File: src/rtl/uart_cmd_ctrl.sv
// uart_cmd_ctrl: framed UART command parser with a two-byte status/data response
module uart_cmd_ctrl #(
  parameter logic [7:0] SYNC_BYTE      = 8'hA5,
  parameter int         TIMEOUT_CYCLES = 50000,
  parameter logic [7:0] CFG_RESET      = 8'h00
) (
  input  logic       clk,
  input  logic       rst,
  input  logic [7:0] rx_uart_data,
  input  logic       rx_uart_valid,
  input  logic       tx_uart_busy,
  output logic [7:0] tx_uart_data,
  output logic       tx_uart_valid,
  output logic       start_write_frame,
  output logic [7:0] cfg_reg,
  output logic [7:0] err_cnt
);
  localparam int TW = $clog2(TIMEOUT_CYCLES) + 1;
  typedef enum logic [3:0] {IDLE, GET_CMD, GET_ARG, GET_CHK, EXEC, TX0, TX0_GAP, TX1, TX1_GAP} state_t;
  state_t state, state_nxt;
  logic [7:0] cmd_q, arg_q, chk_q, status_q, data_q, tx_q, cfg_q, err_q;
  logic [7:0] resp_status, resp_data, tx_byte;
  logic [TW-1:0] timer;
  logic in_get, timeout, exec, strobe, chk_ok, cmd_ok, err_inc;
  assign in_get      = state inside {GET_CMD, GET_ARG, GET_CHK};
  assign timeout     = in_get && !rx_uart_valid && timer == TW'(TIMEOUT_CYCLES - 1);
  assign exec        = state == EXEC;
  assign strobe      = state inside {TX0, TX1} && !tx_uart_busy;
  assign tx_byte     = state == TX0 ? status_q : data_q;
  assign chk_ok      = (cmd_q ^ arg_q) == chk_q;
  assign cmd_ok      = cmd_q inside {[8'h01:8'h04]};
  assign err_inc     = (exec && !(chk_ok && cmd_ok)) || timeout;
  assign resp_status = chk_ok && cmd_ok ? 8'h06 : 8'h15;
  assign resp_data   = !chk_ok ? 8'hFF :
                       cmd_q == 8'h01 ? 8'h01 :
                       cmd_q == 8'h02 ? arg_q :
                       cmd_q == 8'h03 ? cfg_q :
                       cmd_q == 8'h04 ? err_q : cmd_q;
  // outputs are forced to their reset values for as long as rst is held
  assign tx_uart_valid     = !rst && strobe;
  assign tx_uart_data      = rst ? 8'h00 : strobe ? tx_byte : tx_q;
  assign start_write_frame = !rst && exec && chk_ok && cmd_q == 8'h01;
  assign cfg_reg           = rst ? CFG_RESET : cfg_q;
  assign err_cnt           = rst ? 8'h00 : err_q;
  // state register
  always_ff @(posedge clk) begin
    state <= rst ? IDLE : state_nxt;
  end
  // next-state logic: frame reception, one-clock execute, then two gapped transmit strobes
  always_comb begin
    state_nxt = state;
    unique case (state)
      IDLE:    state_nxt = rx_uart_valid && rx_uart_data == SYNC_BYTE ? GET_CMD : IDLE;
      GET_CMD: state_nxt = rx_uart_valid ? GET_ARG : timeout ? IDLE : GET_CMD;
      GET_ARG: state_nxt = rx_uart_valid ? GET_CHK : timeout ? IDLE : GET_ARG;
      GET_CHK: state_nxt = rx_uart_valid ? EXEC : timeout ? IDLE : GET_CHK;
      EXEC:    state_nxt = TX0;
      TX0:     state_nxt = strobe ? TX0_GAP : TX0;
      TX0_GAP: state_nxt = TX1;
      TX1:     state_nxt = strobe ? TX1_GAP : TX1;
      TX1_GAP: state_nxt = IDLE;
      default: state_nxt = IDLE;
    endcase
  end
  // datapath: byte capture, inter-byte timer, command side effects and held tx byte
  always_ff @(posedge clk) begin
    if (rst) begin
      cmd_q    <= 8'h00;
      arg_q    <= 8'h00;
      chk_q    <= 8'h00;
      status_q <= 8'h00;
      data_q   <= 8'h00;
      tx_q     <= 8'h00;
      cfg_q    <= CFG_RESET;
      err_q    <= 8'h00;
      timer    <= '0;
    end else begin
      timer <= in_get && !rx_uart_valid && !timeout ? timer + TW'(1) : '0;
      if (rx_uart_valid && state == GET_CMD) cmd_q <= rx_uart_data;
      if (rx_uart_valid && state == GET_ARG) arg_q <= rx_uart_data;
      if (rx_uart_valid && state == GET_CHK) chk_q <= rx_uart_data;
      if (exec) begin
        status_q <= resp_status;
        data_q   <= resp_data;
      end
      if (exec && chk_ok && cmd_q == 8'h02) cfg_q <= arg_q;
      if (err_inc && err_q != 8'hFF) err_q <= err_q + 8'h01;
      if (strobe) tx_q <= tx_byte;
    end
  end
endmodule

File: config.mk
export PLATFORM = sky130hd
export DESIGN_NAME = uart_cmd_ctrl
export DESIGN_NICKNAME = d
export VERILOG_FILES = /design/src/rtl/uart_cmd_ctrl.sv
export SDC_FILE = /design/constraint.sdc
export NUM_CORES = 1
export LEC_CHECK = 0
export ABC_AREA = 1
export CAP_MARGIN = 15
export CORE_ASPECT_RATIO = 0.6
export CORE_MARGIN = 4
export CORE_UTILIZATION = 40
export CTS_CLUSTER_DIAMETER = 100
export CTS_CLUSTER_SIZE = 30
export DETAILED_ROUTE_END_ITERATION = 8
export GPL_TIMING_DRIVEN = 0
export PLACE_DENSITY = 0.72
export SLEW_MARGIN = 20
export SYNTH_ARGS = -nofsm -noshare
export SYNTH_HDL_FRONTEND = slang
export SYNTH_SLANG_ARGS = --single-unit
File: constraint.sdc
create_clock -name clk -period 1.5 [get_ports clk]
set_input_delay 0.225 -clock clk [delete_from_list [all_inputs] [get_ports clk]]
set_output_delay 0.225 -clock clk [all_outputs]
set_load 0.005 [all_outputs]
# == Yosys cells after proc, flatten, opt, wreduce, memory -nomap -nowiden ==
# Index checks and enable logic that the tools add are counted.
# totals
register_bits,85
input_bits,12
elab_cells,80
# classes
n_addsub,2
magnitude_cmp,2
eq_ne,15
muxes,21
bitwise_logic,2
reduce_logical,28
# op_table
cell,n
$mux 8,10
$pmux 4 s8,1
$logic_and 1x1->1,18
$add 17x1->17 const B,1
$eq 17x16->1 const B,1
$eq 4x3->1 const B,4
$eq 8x2->1 const B,2
$mux 2,5
$add 8x1->8 const B,1
$eq 4x2->1 const B,2
$eq 8x1->1 const B,1
$eq 8x3->1 const B,1
$eq 8x8->1,1
$eq 8x8->1 const B,1
$ge 8x1->1 const B,1
$le 8x3->1 const B,1
$ne 8x8->1 const B,1
$xor 8x8->8,1
$logic_not 1->1,5
$mux 5,1
$eq 4x1->1 const B,1
$logic_not 4->1,1
$mux 4,1
$mux 3,1
other kinds (6),7

# == Longest topological paths before layout ==
# Gate-level depths: netlist of run 1.
# logic_depth
word_depth,8
ltp_mapped,14
mapped_depth_nobuf,13

# == Least setup slack after synthesis of run 1 ==
# Ideal clock, no wire load.
# synth_path
kind,flip-flop to flip-flop
start,reg timer[0]
end,reg timer[16]
setup_ns,0.115
t_arrival_ns,1.526
required_ns,1.385
setup_slack_ns,-0.141
stages_incl_launch_ff,11
n_path_buf,0
period_less_slack_ns,1.641
path_cell_list,dfxtp_1 -> ha_1 -> nand2_1 -> nor3_2 -> nand3_1 -> nor2_1 -> nand2_1 -> nor3b_2 -> nand3_1 -> nand2_1 -> nor2_1
# synth_via
elab_chain_len,6
elab_cells_between_ends,7
# synth_rtl
element,line_no,source
"start, declared",23,logic [TW-1:0] timer;
"start signal, assigned",78,timer <= in_get && !rx_uart_valid && !timeout ? timer + TW'(1) : '0;
"parallel branches: the longest is 6 deep, another holds $add 17x1->17",--,
# Parallel ways; which one is timed is not known.
# A chain may end at the register's enable or synchronous reset.

# == Worst setup path after layout of run 1 ==
# layout_path
start,reg state[0]
end,out tx_uart_data[4]
# layout_via
elab_chain_len,5
elab_cells_between_ends,7
# layout_rtl
element,line_no,source
"start, declared",20,"state_t state, state_nxt;"
"start signal, assigned",47,state <= rst ? IDLE : state_nxt;
$eq 4x3->1 (on tied branches),"28, 29",
$reduce_bool 2->1,28,"assign strobe = state inside {TX0, TX1} && !tx_uart_busy;"
$logic_and 1x1->1,28,
$mux 8 *,--,
$mux 8 *,41,assign tx_uart_data = rst ? 8'h00 : strobe ? tx_byte : tx_q;
"end, declared",12,"output logic [7:0] tx_uart_data,"
# Mark *: on every way between the ends. The rest lies on a longest branch, timed or not.

==> results.md, run 1 <==
* Status: finished, violations left
* Failing checks: setup timing
* Fmax achieved at 0.513 GHz
* R2r setup slk at -0.38 ns
* Min cycle time layout at between 1.5 and 2 ns
* TritonCTS Buffers at 9
* Post-Synthesis Cell Area at just under 4000 µm²
* CP max FO at 7
* Synth async-reset ratio at 0
* Clk network pwr share at 0.472
* Final Non-Filler Cells at 832
* DP Cell Count at 731
* Dominant cells by area after synthesis: dfxtp_1, nand2_1, a21oi_1
* Max cap viols at 0
* Clock root buffer: clkbuf_16
* CTS tree: done
* Sequential area share after synthesis at 0.413
* Syn nets at about 580
* Setup crit start kind: flip-flop
* Maximum vdd drop at 0.522 mV
* Switch share at 0.225
* R2R cell count at 12
* Hold buffers post-CTS at 0
* Slew headroom at 0.622
* Synth cell types at 35
* Area Growth Syn to Fin at 56.7%
* Number of global-route vias before repair at around 4100
* Sequential power share at 0.494
* Most common cell in the synthesized netlist: nand2_1
* CTS clk-pin slew, worst paths at about 0.060 ns
* Final nets at a little over 700
* Router iterations before antenna repair at 5
* Setup WS post-layout at -0.450 ns
* Io pins at 38
* Core box area at 9320 µm²
* Leakage power at around 2.6 nW
* Initial antenna violation count at 0
* Most frequent cells after synthesis: nand2_1, dfxtp_1, nor2_1
* Reg-to-Reg Start: state[2]
* Row Count at 27
* Post-Syn Instances at 565
* Pwr dens at ~700 nW/µm²
* Largest area contributor in the netlist: dfxtp_1
* Max Slew Vio Count at 0
* Largest net degree at the start of global routing at 13
* ANT cells at 0
* WL/cell at about 17 µm
* RR Endpoint: cfg_q[4]
* Fin util at 0.652
* CP Capture Type: output port
* Overall Global Routing Usage at 0.228
* Clk_lat worst skew at between 0.3 and 0.4 ns
* Comb power frac at 0.034
* Gpl congestion at about 0.92
* Worst slew pin tran at ~0.57 ns
* Number of synthesized register bits at 80
* Setup violations, final at 62
* Initial Util at 0.416
* Overall via count from detail_route at roughly 4500
* EDFF count, synth at 0
* Pint at between 0.003 and 0.004 W
* H-tree depth at 3
* Ys Warns at 0
* Congestion Overflow GR at 0
* Critical path class: flip-flop to output port
* Final Hold Vio Count at 0
* Die width at 135 µm
* Worst hold path class: input pin to flip-flop
* Min-delay src: rx_uart_data[0]
* HPWL after DPL at 8190 µm
* RSZ-0062 raised after global routing: true
* NetSw at between 0.0009 and 0.001 W
* Area share of the largest cell type after synthesis at 0.413
* PortBufs at 36
* Clock tree buffer depth at 2
* Clock Sink Count at 80
* Drt via density at 5.44
* DIE AREA at 11400 µm²
* Required @ worst endpoint at roughly 1.3 ns
* First-pass GRT wire length at 20600 µm
* Hold EP: cmd_q[0]
* Syn avg cell area at approximately 6.9 µm²
* Fin Clk Skew at between 0.008 and 0.009 ns
* Die H at approximately 84 µm
* Cells on Worst Hold Path at 3
* Initial detailed-routing violation count at ~340
* CP Data Arrival Time at about 1.7 ns
* Antenna-violating nets left at 0
* Share of layout cells above drive strength 1 at 0.433
* Final period util at 1.30
* Routed WL at between 10000 and 15000 µm
* Number of remaining DRC errors at 0
* Dominant synthesized flop cell: dfxtp_1
==> critical path, stage by stage, from the launching register on <==
cell     delay [ns]
dfxtp_2        0.35
inv_2          0.08
nor2_2         0.13
inv_2          0.07
nor2_4         0.20
inv_4          0.09
a21oi_4        0.16
buf_6          0.12
a21oi_2        0.04
buf_2          0.13
==> timing repair <==
action,CTS,global route
hold endpoints to repair,0,0
gates cloned,3,1
resized for setup,180,153
pin swaps,30,56
setup buffers,60,37
setup endpoints to repair,92,83
==> registers in the layout, indices dropped and copies added (netlist names), 8 cells and up <==
signal / flops
chk_q: 8
cfg_q: 8
cmd_q: 8
tx_q: 8
err_q: 8
arg_q: 8
timer: 17
data_q: 8
==> area by class of cell <==
cell class	count	area, µm²
Sequential cell	80	1650
Clock inverter	3	18.8
Multi-Input combinational cell	384	2420
Tap cell	130	163
Clock buffer	12	246
Buffer	18	149
Timing Repair Buffer	122	1100
Inverter	83	334
Fill cell	757	3240
==> cells in the final DEF (no fill, tap or decap), types with 5 or more instances in the layout <==
| master | n |
|---|---|
| nor2_2 | 9 |
| dfxtp_1 | 51 |
| xor2_1 | 5 |
| nor3_2 | 7 |
| clkdlybuf4s50_1 | 8 |
| nand3_1 | 19 |
| a21oi_2 | 19 |
| o21ai_2 | 11 |
| nand2_1 | 68 |
| o21ai_0 | 34 |
| nor2_4 | 15 |
| dlygate4sd2_1 | 16 |
| nor3_1 | 9 |
| buf_4 | 52 |
| inv_1 | 52 |
| dfxtp_4 | 5 |
| clkbuf_2 | 5 |
| nand4_1 | 5 |
| nand2_2 | 22 |
| inv_4 | 6 |
| buf_6 | 36 |
| nand3_2 | 10 |
| inv_2 | 24 |
| dfxtp_2 | 24 |
| o21ai_1 | 9 |
| nor2_1 | 60 |
| nand2_4 | 6 |
| a21oi_1 | 40 |
| clkbuf_16 | 9 |
| buf_2 | 11 |
==> per-layer routing <==
| metal | share of wire | global-route usage | up-vias |
|---|---|---|---|
| met3 | 0.081 | 0.0778 | 34 |
| met5 | 0 | 0 | - |
| li1 | - | - | 2127 |
| met1 | 0.44 | 0.314 | 2158 |
| met2 | 0.45 | 0.337 | 211 |
| met4 | 0.023 | 0.0732 | 0 |
==> worst max-delay path by stage <==
stage                  start               to  cells after the start
finish              state[0]  tx_uart_data[4]                      9
detailed placement       rst  tx_uart_data[1]                      7
global route        state[0]  tx_uart_data[4]                      9
CTS                 state[0]          tx_q[0]                     13
global placement         rst  tx_uart_data[4]                      7
floorplan           timer[1]        timer[16]                     10
==> power by group through the flow <==
stage / logic (W) / registers (W) / clock network [W]
5_1_grt: 0.000155 / 0.00212 / 0.00212
2_1_floorplan: 0.0000534 / 0.00217 / 0
3_5_place_dp: 0.000114 / 0.00217 / 0
4_1_cts: 0.000130 / 0.00212 / 0.00201
6_report: 0.000146 / 0.00212 / 0.00203
3_3_place_gp: 0.000112 / 0.00217 / 0
==> cells by family (layout without fill, tap and decap cells) <==
logic type | count (synthesis) | in the layout | share of synthesized area
AND/OR/NAND/NOR | 243 | 243 | 0.282
adder cells (fa/ha/maj) | 2 | 2 | 0.00645
XOR/XNOR | 6 | 6 | 0.0135
AO/OA/AOI/OAI | 133 | 133 | 0.183
buffers and inverters | 101 | 238 | 0.102
flip-flops | 80 | 80 | 0.413
==> stage by stage <==
stage                     area, µm²  setup slack [ns]  total power (W)  setup TNS (ns)  hold slack (ns)
after floorplan                3930           -0.0204          0.00223         -0.0204            0.401
after global placement         4450            -0.885          0.00228          -33.15            0.428
after detailed placement       4450            -0.913          0.00229          -35.49            0.433
after CTS                      5440            -0.345          0.00426          -10.00            0.257
after global routing           6080            -0.514          0.00439          -20.07            0.303
final                          6080            -0.450          0.00429          -14.50            0.268
No activity file was read; power rests on OpenSTA's default activity.
==> run 2, diff against run 1 <==
Settings changed: GPL_TIMING_DRIVEN 0 to 1.
==> run 2 against run 1 <==
The run still ends with setup timing left. Count of clock-buffer cells in the layout down 2. Clock skew down 0.0021 ns. Critical path depth up 1. Clock power up 30%. Die area unchanged. Flip-flop and latch count unchanged. Fmax down 4.0%. Total power up 16%. Non-clock buffer count up 59. Critical path type unchanged. Critical endpoint is now start_write_frame. Largest cell class unchanged.
==> results.md, run 2 (synthesis gave the netlist of run 1 again) <==
* Status: finished, violations left
* Failing checks: setup timing
* ANT cells at 0
* WL/cell at ~20 µm
* R2R cell count at 14
* Io pins at 38
* Most common cell on crit path: nand2_1
* PortBufs at 37
* Fin util at 0.752
* Worst slew pin tran at 0.531 ns
* DP Area at roughly 5200 µm²
* Core box area at about 9300 µm²
* Cells on Worst Hold Path at 2
* Worst hold path class: flip-flop to flip-flop
* Pre-CTS setup slack at -0.726 ns
* Final period util at 1.35
* Hold EP: err_q[5]
* Congestion Overflow GR at 0
* R2r setup slk at -0.42 ns
* Final Hold Vio Count at 0
* Pint at roughly 0.0039 W
* Filler cells at 570
* RR Endpoint: data_q[2]
* CP Data Arrival Time at 1.81 ns
* Hold Slack at between 0.5 and 0.6 ns
* NetSw at ~0.0011 W
* CP peak stage delay at about 0.33 ns
* Largest net degree at the start of global routing at 32
* CTS clk-pin slew, worst paths at 0.06 ns
* Crit path max-delay cell type: dfxtp_2
* CP max FO at 3
* Share of layout cells above drive strength 1 at 0.564
* Final nets at slightly below 800
* Setup violations, final at between 80 and 90
* Initial antenna violation count at 0
* Router iterations before antenna repair at 5
* CP delay by family, top: simple AND/OR/NAND/NOR gates
* Setup crit start kind: flip-flop
* Setup WS post-layout at -0.532 ns
* Post-route cell area at roughly 7000 µm²
* Sequential power share at 0.427
* HPWL after DPL at 8620 µm
* Fmax achieved at between 0.4 and 0.5 GHz
* Most common cell after layout, fill and taps aside: buf_4
* Row Count at 27
* Max Slew Vio Count at 0
* Comb power frac at 0.044
* Routed WL at approximately 18000 µm
* Clock tree buffer depth at 2
* Clock Sink Count at 80
* Drt via density at between 5 and 6
* Required @ worst endpoint at around 1.3 ns
* Reg-to-Reg Start: cmd_q[2]
* RSZ-0062 raised after global routing: true
* Most frequent cells in the layout: buf_4, nand2_1, inv_1
* Min cycle time layout at between 2 and 2.5 ns
* Clock root buffer: clkbuf_16
* Max reg flops at 17
* Fin Clk Skew at 0.00689 ns
* Max cap viols at 0
* Switch share at 0.215
* Die H at about 84 µm
* Cell depth of the worst setup path at 10
* Clk_lat worst skew at roughly 0.35 ns
* Initial detailed-routing violation count at around 560
* H-tree depth at 3
* CP Capture Type: output port
* First-pass GRT wire length at between 20000 and 25000 µm
* Largest reg by FF count: timer
* Area Growth Syn to Fin at 80.6%
* Number of global-route vias before repair at between 4000 and 5000
* Clk network pwr share at 0.529
* Gpl congestion at just over 0.9
* Initial Util at 0.416
* CTS tree: done
* Leakage power at about 2.9 nW
* Critical path class: flip-flop to output port
* Number of remaining DRC errors at 0
* Overall via count from detail_route at roughly 5000
* Overall Global Routing Usage at 0.242
* DIE AREA at around 11000 µm²
* Die width at about 140 µm
* WP buf/inv at 2
* Slew headroom at 0.646
* Maximum vdd drop at slightly below 0.6 mV
* Pwr dens at ~710 nW/µm²
* CP Cell Sequence: inv_2, nand2_1, nand2_1, nand2_1, nand2_1, nand2_2, nor2_4, nand3_2, nor3_2, buf_2
* Antenna-violating nets left at 0
* Min-delay src: err_q[5]
* TritonCTS Buffers at 9
## run 2: cell count changes in the layout (fill, tap and decap cells not counted), sizes merged, moves of 2 or more
cell / delta
bufinv: +3
clkdlybuf4s50: +2
dlymetal6s2s: -2
clkbuf: -7
clkinv: -2
buf: +66
dlygate4sd2: -2
nand2: +2
## run 2: per-stage QoR
step                TNS, ns  std cells  power [W]
floorplan           -0.0204        565    0.00223
global placement     -20.41        822    0.00232
detailed placement   -23.22        822    0.00232
CTS                   -5.35        873    0.00490
global route         -24.31        894    0.00507
finish               -19.32        894    0.00497
## run 2: how the worst max path moves through the flow
stage / endpoint / start / slack, ns
floorplan: timer[16] / timer[1] / -0.02
global placement: tx_uart_data[4] / tx_uart_busy / -0.66
detailed placement: tx_uart_data[1] / tx_uart_busy / -0.73
CTS: start_write_frame / cmd_q[1] / -0.32
global route: start_write_frame / cmd_q[2] / -0.60
finish: start_write_frame / cmd_q[2] / -0.53
## run 2: power groups by stage
stage	Clock, W	Sequential (W)	Combinational [W]
after floorplan	0	0.00217	0.0000534
after global placement	0	0.00217	0.000148
after detailed placement	0	0.00217	0.000150
after CTS	0.00261	0.00212	0.000168
after global routing	0.00272	0.00212	0.000228
final	0.00263	0.00212	0.000220
## run 2: layout make-up
class                           count  area [µm²]  share of cell area
Clock inverter                      6         115              0.0164
Tap cell                          130         163              0.0232
Multi-Input combinational cell    386        2810               0.400
Sequential cell                    80        1640               0.234
Inverter                           83         329              0.0469
Timing Repair Buffer              199        1720               0.245
Clock buffer                       10         239              0.0341
## run 2: per-layer routing
| metal | part of all wire | GRT usage | vias up |
|---|---|---|---|
| li1 | - | - | 2235 |
| met1 | 0.37 | 0.322 | 2406 |
| met2 | 0.48 | 0.389 | 373 |
| met3 | 0.10 | 0.0617 | 94 |
| met4 | 0.051 | 0.0759 | 0 |
| met5 | 0 | 0 | - |
## run 2: repair_timing
item	CTS	global route
setup buffers	33	21
endpoints found under the setup margin	88	85
pin swaps	34	29
hold buffers	0	0
cloned	3	3
gates resized for setup	214	184
## run 2: worst register-to-register path: stages (launching register included)
cell	delay (ns)
dfxtp_2	0.33
inv_2	0.07
nand2_1	0.08
nand2_1	0.10
nand2_1	0.09
nand2_1	0.09
nand2_2	0.07
nor2_4	0.12
buf_4	0.13
buf_6	0.10
nand2_4	0.06
nor2_8	0.20
buf_6	0.13
buf_6	0.11
a21oi_1	0.09
